**src/rtl/axird_batch_sched.sv**
```systemverilog
// Job sequencer for the AXI data-read top: launches init/run jobs, derives the
// batch count from the byte sizes and hands each resident batch to the consumer.
module axird_batch_sched #(
    parameter int unsigned BATCH_SIZE_LOG2_LO = 16,
    parameter int unsigned BATCH_W            = 15,
    parameter int unsigned GUARD_CYCLES       = 3,
    parameter int unsigned TIMEOUT_CYCLES     = 2**20
) (
    input  logic               clk,
    input  logic               rst,
    input  logic               i_job_valid,
    output logic               o_job_ready,
    input  logic               i_job_cmd,
    input  logic [31:0]        i_vec_size_bytes,
    input  logic [31:0]        i_mat_size_bytes,
    output logic               o_job_done,
    output logic               o_job_err,
    output logic               o_busy,
    output logic [31:0]        o_axird_command,
    output logic               o_axird_initstart,
    output logic               o_axird_start,
    input  logic               i_axird_done,
    input  logic               i_axird_alldone,
    output logic [BATCH_W-1:0] o_data_size_batches,
    output logic               o_batch_valid,
    output logic [BATCH_W-1:0] o_batch_idx,
    input  logic               i_batch_ack
);

    localparam int unsigned SIZE_W     = 32;
    localparam int unsigned SUM_W      = SIZE_W + 1;
    localparam int unsigned DIVD_W     = SUM_W - BATCH_SIZE_LOG2_LO;
    localparam int unsigned DIV_CNT_W  = $clog2(DIVD_W);
    localparam int unsigned REM_W      = 2;
    localparam int unsigned TO_W       = $clog2(TIMEOUT_CYCLES + 1);
    localparam int unsigned GD_W       = $clog2(GUARD_CYCLES + 1);
    localparam int unsigned DWELL_RAW  = (TO_W > GD_W) ? TO_W : GD_W;
    localparam int unsigned DWELL_W    = (DWELL_RAW < 1) ? 1 : DWELL_RAW;
    localparam logic [REM_W:0] DIVISOR = (REM_W + 1)'(3);

    typedef enum logic [3:0] {
        IDLE, DIV, CHECK, LAUNCH, WAIT_BATCH, HANDOFF, NEXT, WAIT_ALL, ERR
    } state_t;

    state_t               state;
    state_t               state_next;
    logic [SUM_W-1:0]     size_sum;
    logic [DIVD_W-1:0]    div_num;
    logic [DIVD_W-1:0]    quot;
    logic [REM_W-1:0]     rem;
    logic [REM_W:0]       trial;
    logic [DIV_CNT_W-1:0] div_cnt;
    logic                 lo_nz;
    logic [DWELL_W-1:0]   dwell;
    logic                 accept;
    logic                 size_err;
    logic                 last_batch;
    logic                 guard_ok;
    logic                 timeout;
    logic                 in_wait;

    assign size_sum   = {1'b0, i_vec_size_bytes} + {1'b0, i_mat_size_bytes};
    assign trial      = {rem, div_num[DIVD_W-1]};
    assign accept     = (state == IDLE) && i_job_valid;
    assign size_err   = lo_nz || (rem != '0) || (quot == '0) || ((quot >> BATCH_W) != '0);
    assign last_batch = (o_batch_idx == BATCH_W'(o_data_size_batches - BATCH_W'(1)));
    assign in_wait    = (state == WAIT_BATCH) || (state == WAIT_ALL);
    // done/alldone may still be stale from the previous pulse during the guard window
    assign guard_ok   = 32'(dwell) >= GUARD_CYCLES;
    assign timeout    = (TIMEOUT_CYCLES != 0) && (32'(dwell) == TIMEOUT_CYCLES - 32'd1);

    // State register
    always_ff @(posedge clk or posedge rst) begin
        if (rst) state <= IDLE;
        else     state <= state_next;
    end

    // Next-state logic
    always_comb begin
        state_next = state;
        case (state)
            IDLE:       if (i_job_valid) state_next = i_job_cmd ? DIV : LAUNCH;
            DIV:        if (div_cnt == DIV_CNT_W'(DIVD_W - 1)) state_next = CHECK;
            CHECK:      state_next = size_err ? ERR : LAUNCH;
            LAUNCH:     state_next = o_axird_command[0] ? WAIT_BATCH : WAIT_ALL;
            WAIT_BATCH: begin
                if (guard_ok && i_axird_done) state_next = HANDOFF;
                else if (timeout)             state_next = ERR;
            end
            HANDOFF:    if (i_batch_ack) state_next = last_batch ? WAIT_ALL : NEXT;
            NEXT:       state_next = WAIT_BATCH;
            WAIT_ALL: begin
                if (guard_ok && i_axird_alldone) state_next = IDLE;
                else if (timeout)                state_next = ERR;
            end
            ERR:        state_next = IDLE;
            default:    state_next = IDLE;
        endcase
    end

    // Registered outputs and datapath
    always_ff @(posedge clk or posedge rst) begin
        if (rst) begin
            o_job_ready         <= 1'b1;
            o_busy              <= 1'b0;
            o_job_done          <= 1'b0;
            o_job_err           <= 1'b0;
            o_axird_initstart   <= 1'b0;
            o_axird_start       <= 1'b0;
            o_batch_valid       <= 1'b0;
            o_axird_command     <= '0;
            o_data_size_batches <= '0;
            o_batch_idx         <= '0;
            div_num             <= '0;
            quot                <= '0;
            rem                 <= '0;
            div_cnt             <= '0;
            lo_nz               <= 1'b0;
            dwell               <= '0;
        end else begin
            o_job_ready       <= (state_next == IDLE);
            o_busy            <= (state_next != IDLE);
            o_job_done        <= (state == WAIT_ALL) && (state_next == IDLE);
            o_job_err         <= (state_next == ERR);
            o_axird_initstart <= (state_next == LAUNCH);
            o_axird_start     <= (state_next == NEXT);
            o_batch_valid     <= (state_next == HANDOFF);

            if (state_next != state)           dwell <= '0;
            else if (in_wait && dwell != '1)   dwell <= dwell + DWELL_W'(1);

            if (state_next == IDLE) o_axird_command <= '0;
            else if (accept)        o_axird_command <= 32'(i_job_cmd);

            if (accept) begin
                div_num     <= size_sum[SUM_W-1:BATCH_SIZE_LOG2_LO];
                lo_nz       <= |size_sum[BATCH_SIZE_LOG2_LO-1:0];
                quot        <= '0;
                rem         <= '0;
                div_cnt     <= '0;
                o_batch_idx <= '0;
            end

            // Restoring division by 3, MSB first, one quotient bit per cycle
            if (state == DIV) begin
                if (trial >= DIVISOR) begin
                    rem  <= REM_W'(trial - DIVISOR);
                    quot <= {quot[DIVD_W-2:0], 1'b1};
                end else begin
                    rem  <= trial[REM_W-1:0];
                    quot <= {quot[DIVD_W-2:0], 1'b0};
                end
                div_num <= div_num << 1;
                div_cnt <= div_cnt + DIV_CNT_W'(1);
            end

            if ((state == CHECK) && !size_err) o_data_size_batches <= BATCH_W'(quot);

            if ((state == HANDOFF) && i_batch_ack && !last_batch)
                o_batch_idx <= o_batch_idx + BATCH_W'(1);
        end
    end

endmodule

```
**config.mk**
```make
export PLATFORM = sky130hd
export DESIGN_NAME = axird_batch_sched
export DESIGN_NICKNAME = d
export VERILOG_FILES = /design/src/rtl/axird_batch_sched.sv
export SDC_FILE = /design/constraint.sdc
export NUM_CORES = 1
export LEC_CHECK = 0
export CAP_MARGIN = 20
export CORE_ASPECT_RATIO = 0.5
export CORE_UTILIZATION = 57
export CTS_CLUSTER_SIZE = 25
export DETAILED_ROUTE_END_ITERATION = 10
export GPL_TIMING_DRIVEN = 0
export PLACE_DENSITY = 0.9
export SYNTH_ARGS = -nofsm -noshare
export SYNTH_HDL_FRONTEND = slang
export SYNTH_SLANG_ARGS = --single-unit
```
**constraint.sdc**
```tcl
create_clock -name clk -period 5.9 [get_ports clk]
set_input_delay 1.18 -clock clk [delete_from_list [all_inputs] [get_ports clk]]
set_output_delay 1.18 -clock clk [all_outputs]
set_load 0.1 [all_outputs]
```
==> results by group, run 1 <==
Floorplanning
  – Area of the core: ~12000 um^2
  – Die Ht: 81.5 um
  – Std cell rows: 28
  – DIE WIDTH: 161 um
  – Initial core utilization: 59.8%
  – I/O pins: 140
  – Die ar.: 13100 um^2

Worst setup path
  – Setup crit end kind: flip-flop
  – Crit-path leading delay family: compound AO/OA/AOI/OAI gates
  – Arrival @ worst endpoint: 4380 ps
  – Crit path cell chain: clkdlybuf4s50_1, ha_1, inv_1, fa_1, inv_1, a21oi_1, o21ai_0, a211o_1, a31oi_1, o21a_1, a31oi_1, a211oi_1, a311oi_1, o21ai_0
  – Slowest-stage cell, CP: clkdlybuf4s50_1
  – Setup crit start kind: input pin
  – Slowest stage delay, CP: 460 ps
  – Worst Path Required: roughly 6100 ps
  – Worst-path fanout max: 4
  – Worst setup path category: in2reg
  – Buf+Inv Stages, Crit Path: 3

Finish
  – Fin cells: about 1200
  – Nets: 1105
  – Share of layout cells above drive strength 1: 8.30%
  – # diodes: 0
  – Area grow syn2layout: 24.0%
  – Filler Cells Inserted: between 800 and 900

Route
  – Via density: 5.84
  – DR vias: 6804
  – Wire per inst: approximately 15 um
  – DRT antenna net count: 0
  – Initial DRC Count: 523
  – # DRC: 0
  – Post-Route WL: 17.7 mm
  – Initial DRT Pass Iterations: 5

Power and ir drop
  – Pwr per Cell Area: 346 nW/um^2
  – P_leak: about 4.1 nW
  – VDD IR max: 232 uV

Synthesis
  – Main synth FF type: dfrtp_1
  – Mapped Area: ~7200 um^2
  – Async SR Flop Fraction: 100%
  – Ys Warns: 0
  – Sequential fraction of the synthesis area: 36.5%
  – Mapped Cells: 845
  – Synthesized area per cell: 8.53 um^2
  – Number of synthesized flops with an enable pin: 0
  – Unique masters post-synth: just under 70
  – Flops & latches, synth: approximately 110

Timing
  – Tcrit/Tclk final: a little over two thirds
  – Min Tclk post-route: 4170 ps
  – Setup tns final: 0 ps
  – Final Hold Viols: 0
  – Number of setup violations in the final report: 0
  – Fmax: 240 MHz
  – Worst slew margin: 33.3%
  – Slew of the pin with the lowest slew margin: 997 ps
  – RSZ-0062 raised after global routing: false
  – Hold Slack: 491 ps
  – Worst Skew: 9.83 ps
  – Pins Over Slew Limit: 0

Clock network
  – Max Root-Sink Buffers: 2
  – CTS Sinks: 105
  – Htree depth: 3
  – Post_cts resized: 0
  – Worst skew pair latency: 350 ps
  – Post CTS Setup Buffer Count: 0
  – Hold_buf cts: 0
  – Clk pin slew, worst setup/hold paths: 70 ps
  – CTS tree: yes
  – Cts bufs inserted: 9
  – Root Buffer Master: clkbuf_16

Global route
  – Total GRT Usage: between 20% and 30%
  – Grt peak-use layer: met2
  – Met1 usage: 35.9%
  – Met3 GRT Util: 4.04%
  – First-pass GRT wire length: about 29 mm
  – Initial antenna violation count: 0
  – Global route total overflow: 0
  – Met2 usage: 48.0%
  – Largest net degree at the start of global routing: 57
  – Vias in the first global route: 6391

Place
  – Dpl cells: about 1100
  – Input/output buffers: 108
  – Hpwl dp: about 13 mm
  – RD Place Congestion: 0.899

Flow run
  – MaxCap Viol Count: 0

Status
  – Status: finished clean

Hold path
  – HP Class: reg2reg
-- cell usage in the layout (no fill, tap or decap), types with 5 or more instances in the layout --
master             n
a2111oi_0          5
a211o_1            6
a211oi_1          10
a21o_1             8
a21oi_1           35
a22oi_1           12
a31oi_1            6
and3_1            16
buf_4             34
clkbuf_1          23
clkbuf_16          9
clkdlybuf4s50_1  108
conb_1            31
dfrtp_1          104
ha_1              38
inv_1             31
mux2_2            15
nand2_1           94
nand2b_1          10
nand3_1           45
nand4_1           16
nor2_1            78
nor2b_1           11
nor3_1            22
nor4_1            12
o21a_1             5
o21ai_0           68
o21bai_1           6
o31ai_1            5
or3_1              7
xnor2_1           29
xor2_1            26
-- cell type report --
type                       count  area [um^2]  share of cell area [%]
inverter                      33          126                    1.41
sequential                   105         2630                    29.4
multi-input combinational    677         4200                    47.0
timing repair buffer         109         1110                    12.4
tap                          165          206                    2.31
clock inverter                 6         67.6                   0.756
clock buffer                  10          229                    2.56
buffer                        60          364                    4.08
-- per-layer routing --
metal  part of all wire, %  wire (um)
met5                     0          0
met4                   1.5        259
met3                   6.1       1080
met2                    48       8430
met1                    45       7970
-- per-stage QoR --
step	utilization, %	total power (W)	setup slack (ps)	area [um^2]
2_1_floorplan	-	0.00211	1960	7320
5_1_grt	74.1	0.00328	1510	8930
4_1_cts	74.1	0.00308	1770	8930
3_5_place_dp	71.7	0.00249	1400	8640
6_report	74.1	0.00309	1730	8930
3_3_place_gp	71.4	0.00243	464	8610
-- synth_stat cells, types with 4 or more instances --
| cell type | instances | share of area [%] |
|---|---|---|
| a2111oi_0 | 5 | 0.61 |
| a211o_1 | 6 | 0.73 |
| a211oi_1 | 10 | 1.0 |
| a21o_1 | 8 | 0.83 |
| a21oi_1 | 35 | 2.4 |
| a22oi_1 | 12 | 1.3 |
| a31oi_1 | 6 | 0.52 |
| a41oi_1 | 4 | 0.49 |
| and3_1 | 16 | 1.4 |
| buf_4 | 34 | 3.5 |
| clkbuf_1 | 22 | 1.1 |
| dfrtp_1 | 104 | 36 |
| ha_1 | 38 | 6.6 |
| inv_1 | 32 | 1.7 |
| mux2_2 | 15 | 2.3 |
| nand2_1 | 94 | 4.9 |
| nand2b_1 | 10 | 0.87 |
| nand3_1 | 45 | 3.1 |
| nand4_1 | 16 | 1.4 |
| nor2_1 | 78 | 4.1 |
| nor2b_1 | 11 | 0.95 |
| nor3_1 | 22 | 1.5 |
| nor4_1 | 12 | 1.0 |
| o21a_1 | 5 | 0.52 |
| o21ai_0 | 68 | 4.7 |
| o21bai_1 | 6 | 0.62 |
| o31ai_1 | 5 | 0.52 |
| or3_1 | 7 | 0.61 |
| xnor2_1 | 29 | 3.5 |
| xor2_1 | 26 | 3.2 |
-- registers in the layout (all words and copies together) (netlist names), 2 cells and up --
signal / count
o_batch_idx: 15
rem: 2
div_num: 17
state: 4
div_cnt: 5
dwell: 21
quot: 17
o_data_size_batches: 15
-- final timing paths --
check,start,endpoint,slack (ps),depth (start not counted)
setup / recovery,i_vec_size_bytes[0],div_num[10],1730,14
hold / removal,div_cnt[4],div_cnt[4],490,1
setup reg to reg,o_data_size_batches[2],dwell[16],2490,11
hold reg to reg,div_cnt[4],div_cnt[4],490,1
max in group asynchronous,rst,quot[11],3880,3
min in group asynchronous,rst,o_axird_start,1320,2
-- kinds of logic after synthesis --
kind of cell | share of synthesized area [%]
flops | 36.5
other cells | 0.0520
xor+xnor | 6.68
buf+inv | 6.77
compound gates | 17.8
fa+ha+maj | 6.88
mux | 2.76
simple gates | 22.6
-- power by group --
group          internal, W  total [W]  switching [W]
Clock             0.000331   0.000600       0.000269
Combinational     0.000501    0.00150       0.000999
Sequential        0.000870   0.000995       0.000125
-- worst register-to-register path: cells and delay by family, from the launching register on --
family                 cells  cell delay (ps)
buffers and inverters      2              320
flip-flops                 1              470
AND/OR/NAND/NOR            6             1290
AO/OA/AOI/OAI              3             1220
Note: power is estimated with default switching activity, not from simulation.
==> inputs of run 2 (changes only) <==
Settings changed: CORE_UTILIZATION 57 to 48, PLACE_DENSITY 0.9 to 0.81.
Clock period 5.9 ns to 3.8 ns, I/O delays scaled along.
==> run 2 against run 1 <==
Effect of this change: clock power increased by 67%; utilization is 12 points lower; sequential share of layout area decreased by 0.31 points; worst setup slack worse by 1600 ps; power up 57%; via count down 1.9%; sequential cell count unchanged; largest power group unchanged.
==> results by group, run 2 (synthesized netlist as in run 1, its figures left out) <==
Worst setup path
  – Setup crit start kind: input pin (unchanged)
  – Arrival @ worst endpoint: 3880 ps (was 4380 ps)
  – Setup crit end kind: flip-flop (unchanged)
  – Worst setup path category: in2reg (unchanged)
  – Worst-path fanout max: 4 (unchanged)
  – Worst Path Required: 4050 ps (was 6120 ps)

Timing
  – Pins Over Slew Limit: 0 (unchanged)
  – Hold Slack: 506 ps (was 491 ps)
  – Slew of the pin with the lowest slew margin: 1000 ps (was 997 ps)
  – RSZ-0062 raised after global routing: false (unchanged)
  – Number of setup violations in the final report: 0 (unchanged)
  – Min Tclk post-route: around 3600 ps
  – Worst slew margin: 33.0% (was 33.3%)
  – Worst Skew: 5.87 ps (was 9.83 ps)
  – Tcrit/Tclk final: 95.5%
  – Fmax: 276 MHz
  – Final worst-path setup slack: 171 ps (was 1730 ps)
  – Final Hold Viols: 0 (unchanged)

Global route
  – Initial antenna violation count: 0 (unchanged)
  – First-pass GRT wire length: 29.5 mm (was 29.2 mm)
  – Largest net degree at the start of global routing: 75 (was 57)
  – Total GRT Usage: 23.4% (was 27.4%)
  – Vias in the first global route: 6319 (was 6391)
  – Global route total overflow: 0 (unchanged)

Finish
  – Multi-input gate area: 4230 um^2 (was 4200 um^2)
  – Most common cell after layout, fill and taps aside: clkdlybuf4s50_1 (unchanged)
  – Area grow syn2layout: 25.3% (was 24.0%)
  – # diodes: 0 (unchanged)
  – Nets: 1105 (unchanged)
  – Share of layout cells above drive strength 1: 8.80% (was 8.30%)
  – Register Area: 2630 um^2 (unchanged)
  – Fin cells: 1198 (was 1165)
  – Filler Cells Inserted: 1248 (was 887)
  – Final instance area: 9030 um^2 (was 8930 um^2)
  – Max FFs per register: 21 (unchanged)
  – Most frequent cells in the layout: 108 x clkdlybuf4s50_1, 104 x dfrtp_1, 94 x nand2_1 (unchanged)
  – Biggest register: dwell (unchanged)
  – Top Registers: dwell x21, div_num x17, quot x17 (unchanged)

Power and ir drop
  – Clock Power Share: 20.6% (was 19.4%)
  – Seq pwr share: 31.8% (was 32.1%)
  – Internal: 0.00271 W (was 0.00170 W)
  – Sw Ratio: 44.3% (was 45.0%)
  – VDD IR max: 317 uV (was 232 uV)
  – Comb power frac: 47.5% (was 48.5%)
  – Tot Pwr: 0.00486 W (was 0.00309 W)
  – P_leak: 4.10 nW (was 4.09 nW)
  – Pwr per Cell Area: 539 nW/um^2 (was 346 nW/um^2)
  – P_sw: 0.00215 W (was 0.00139 W)

Clock network
  – CTS Sinks: 105 (unchanged)
  – CTS tree: yes (unchanged)
  – Worst skew pair latency: 350 ps (about the same)
  – Clk pin slew, worst setup/hold paths: 70 ps (about the same)
  – Hold_buf cts: 0 (unchanged)
  – Root Buffer Master: clkbuf_16 (unchanged)
  – Cts bufs inserted: 9 (unchanged)
  – Max Root-Sink Buffers: 2 (unchanged)
  – Htree depth: 3 (unchanged)

Route
  – Initial DRC Count: 418 (was 523)
  – DRT antenna net count: 0 (unchanged)
  – Post-Route WL: 17.7 mm (about the same)
  – DR vias: 6677 (was 6804)
  – # DRC: 0 (unchanged)
  – Via density: 5.57 (was 5.84)
  – Wire per inst: 14.8 um (was 15.2 um)
  – Initial DRT Pass Iterations: 5 (unchanged)

Place
  – Pre-CTS WS: -354 ps (was 1400 ps)
  – DP Area: 8680 um^2 (was 8640 um^2)
  – Input/output buffers: 108 (unchanged)
  – Dpl cells: 1182 (was 1149)
  – Hpwl dp: 13.4 mm (about the same)
  – RD Place Congestion: 0.879 (was 0.899)

Floorplanning
  – DIE WIDTH: 175 um (was 161 um)
  – I/O pins: 140 (unchanged)
  – Std cell rows: 31 (was 28)
  – Die ar.: 15500 um^2 (was 13100 um^2)
  – Area of the core: 14500 um^2 (was 12100 um^2)
  – Die Ht: 88.6 um (was 81.5 um)
  – Initial core utilization: 49.5% (was 59.8%)

Status
  – Status: finished clean (unchanged)

Hold path
  – HP Class: reg2reg (unchanged)

Flow run
  – MaxCap Viol Count: 0 (unchanged)
==> run 2: path summary, 6_finish.rpt <==
path	cells after the start	endpoint	slack [ps]	start
max in group asynchronous	3	o_job_ready	2300	rst
max	14	div_num[16]	170	i_vec_size_bytes[0]
min reg2reg	2	div_num[13]	510	div_num[13]
min in group asynchronous	2	o_batch_idx[6]	770	rst
min	2	div_num[13]	510	div_num[13]
max reg2reg	12	o_batch_idx[7]	540	o_data_size_batches[0]
==> run 2: layout make-up <==
type / count / share of cell area [%]
clock buffers: 10 / 2.54
well taps: 198 / 2.74
inverters: 33 / 1.40
plain buffers: 60 / 4.03
repair buffers: 109 / 12.3
multi-input cells: 677 / 46.9
clock inverters: 6 / 1.01
flip-flops and latches: 105 / 29.1
==> run 2: critical path: stages <==
cell and delay [ps]:
clkdlybuf4s50_1 460, ha_1 200, inv_1 70, fa_1 420, inv_1 80, a21oi_1 80, o21ai_0 270, a211o_1 220
a31oi_2 140, o21a_1 240, a31oi_2 310, a221o_1 310, nand4_1 120, a21oi_1 220
==> run 2: timing repair <==
item	4_1_cts	5_1_grt
resized for setup	1	4
endpoints found under the setup margin	1	4
endpoints found under the hold margin	0	0
setup buffers	0	0
==> run 2: power groups by stage <==
stage	clock, W	combinational, W	sequential [W]
final	0.00100	0.00231	0.00155
after global routing	0.00106	0.00252	0.00158
after CTS	0.00102	0.00230	0.00154
after detailed placement	0	0.00228	0.00156
after global placement	0	0.00224	0.00155
after floorplan	0	0.00145	0.00183
==> run 2: metal layers <==
layer  wire [um]  track usage, %
met3         976            4.25
met1        8240            30.6
met4         214            5.61
met5           0               0
met2        8310            40.5
==> run 2: per-stage QoR <==
| stage | setup TNS, ps | utilization (%) |
|---|---|---|
| final | 0 | 62.1 |
| after global routing | 0 | 62.1 |
| after CTS | 0 | 61.9 |
| after detailed placement | -1960 | 59.7 |
| after global placement | -127680 | 59.5 |
| after floorplan | 0 | - |
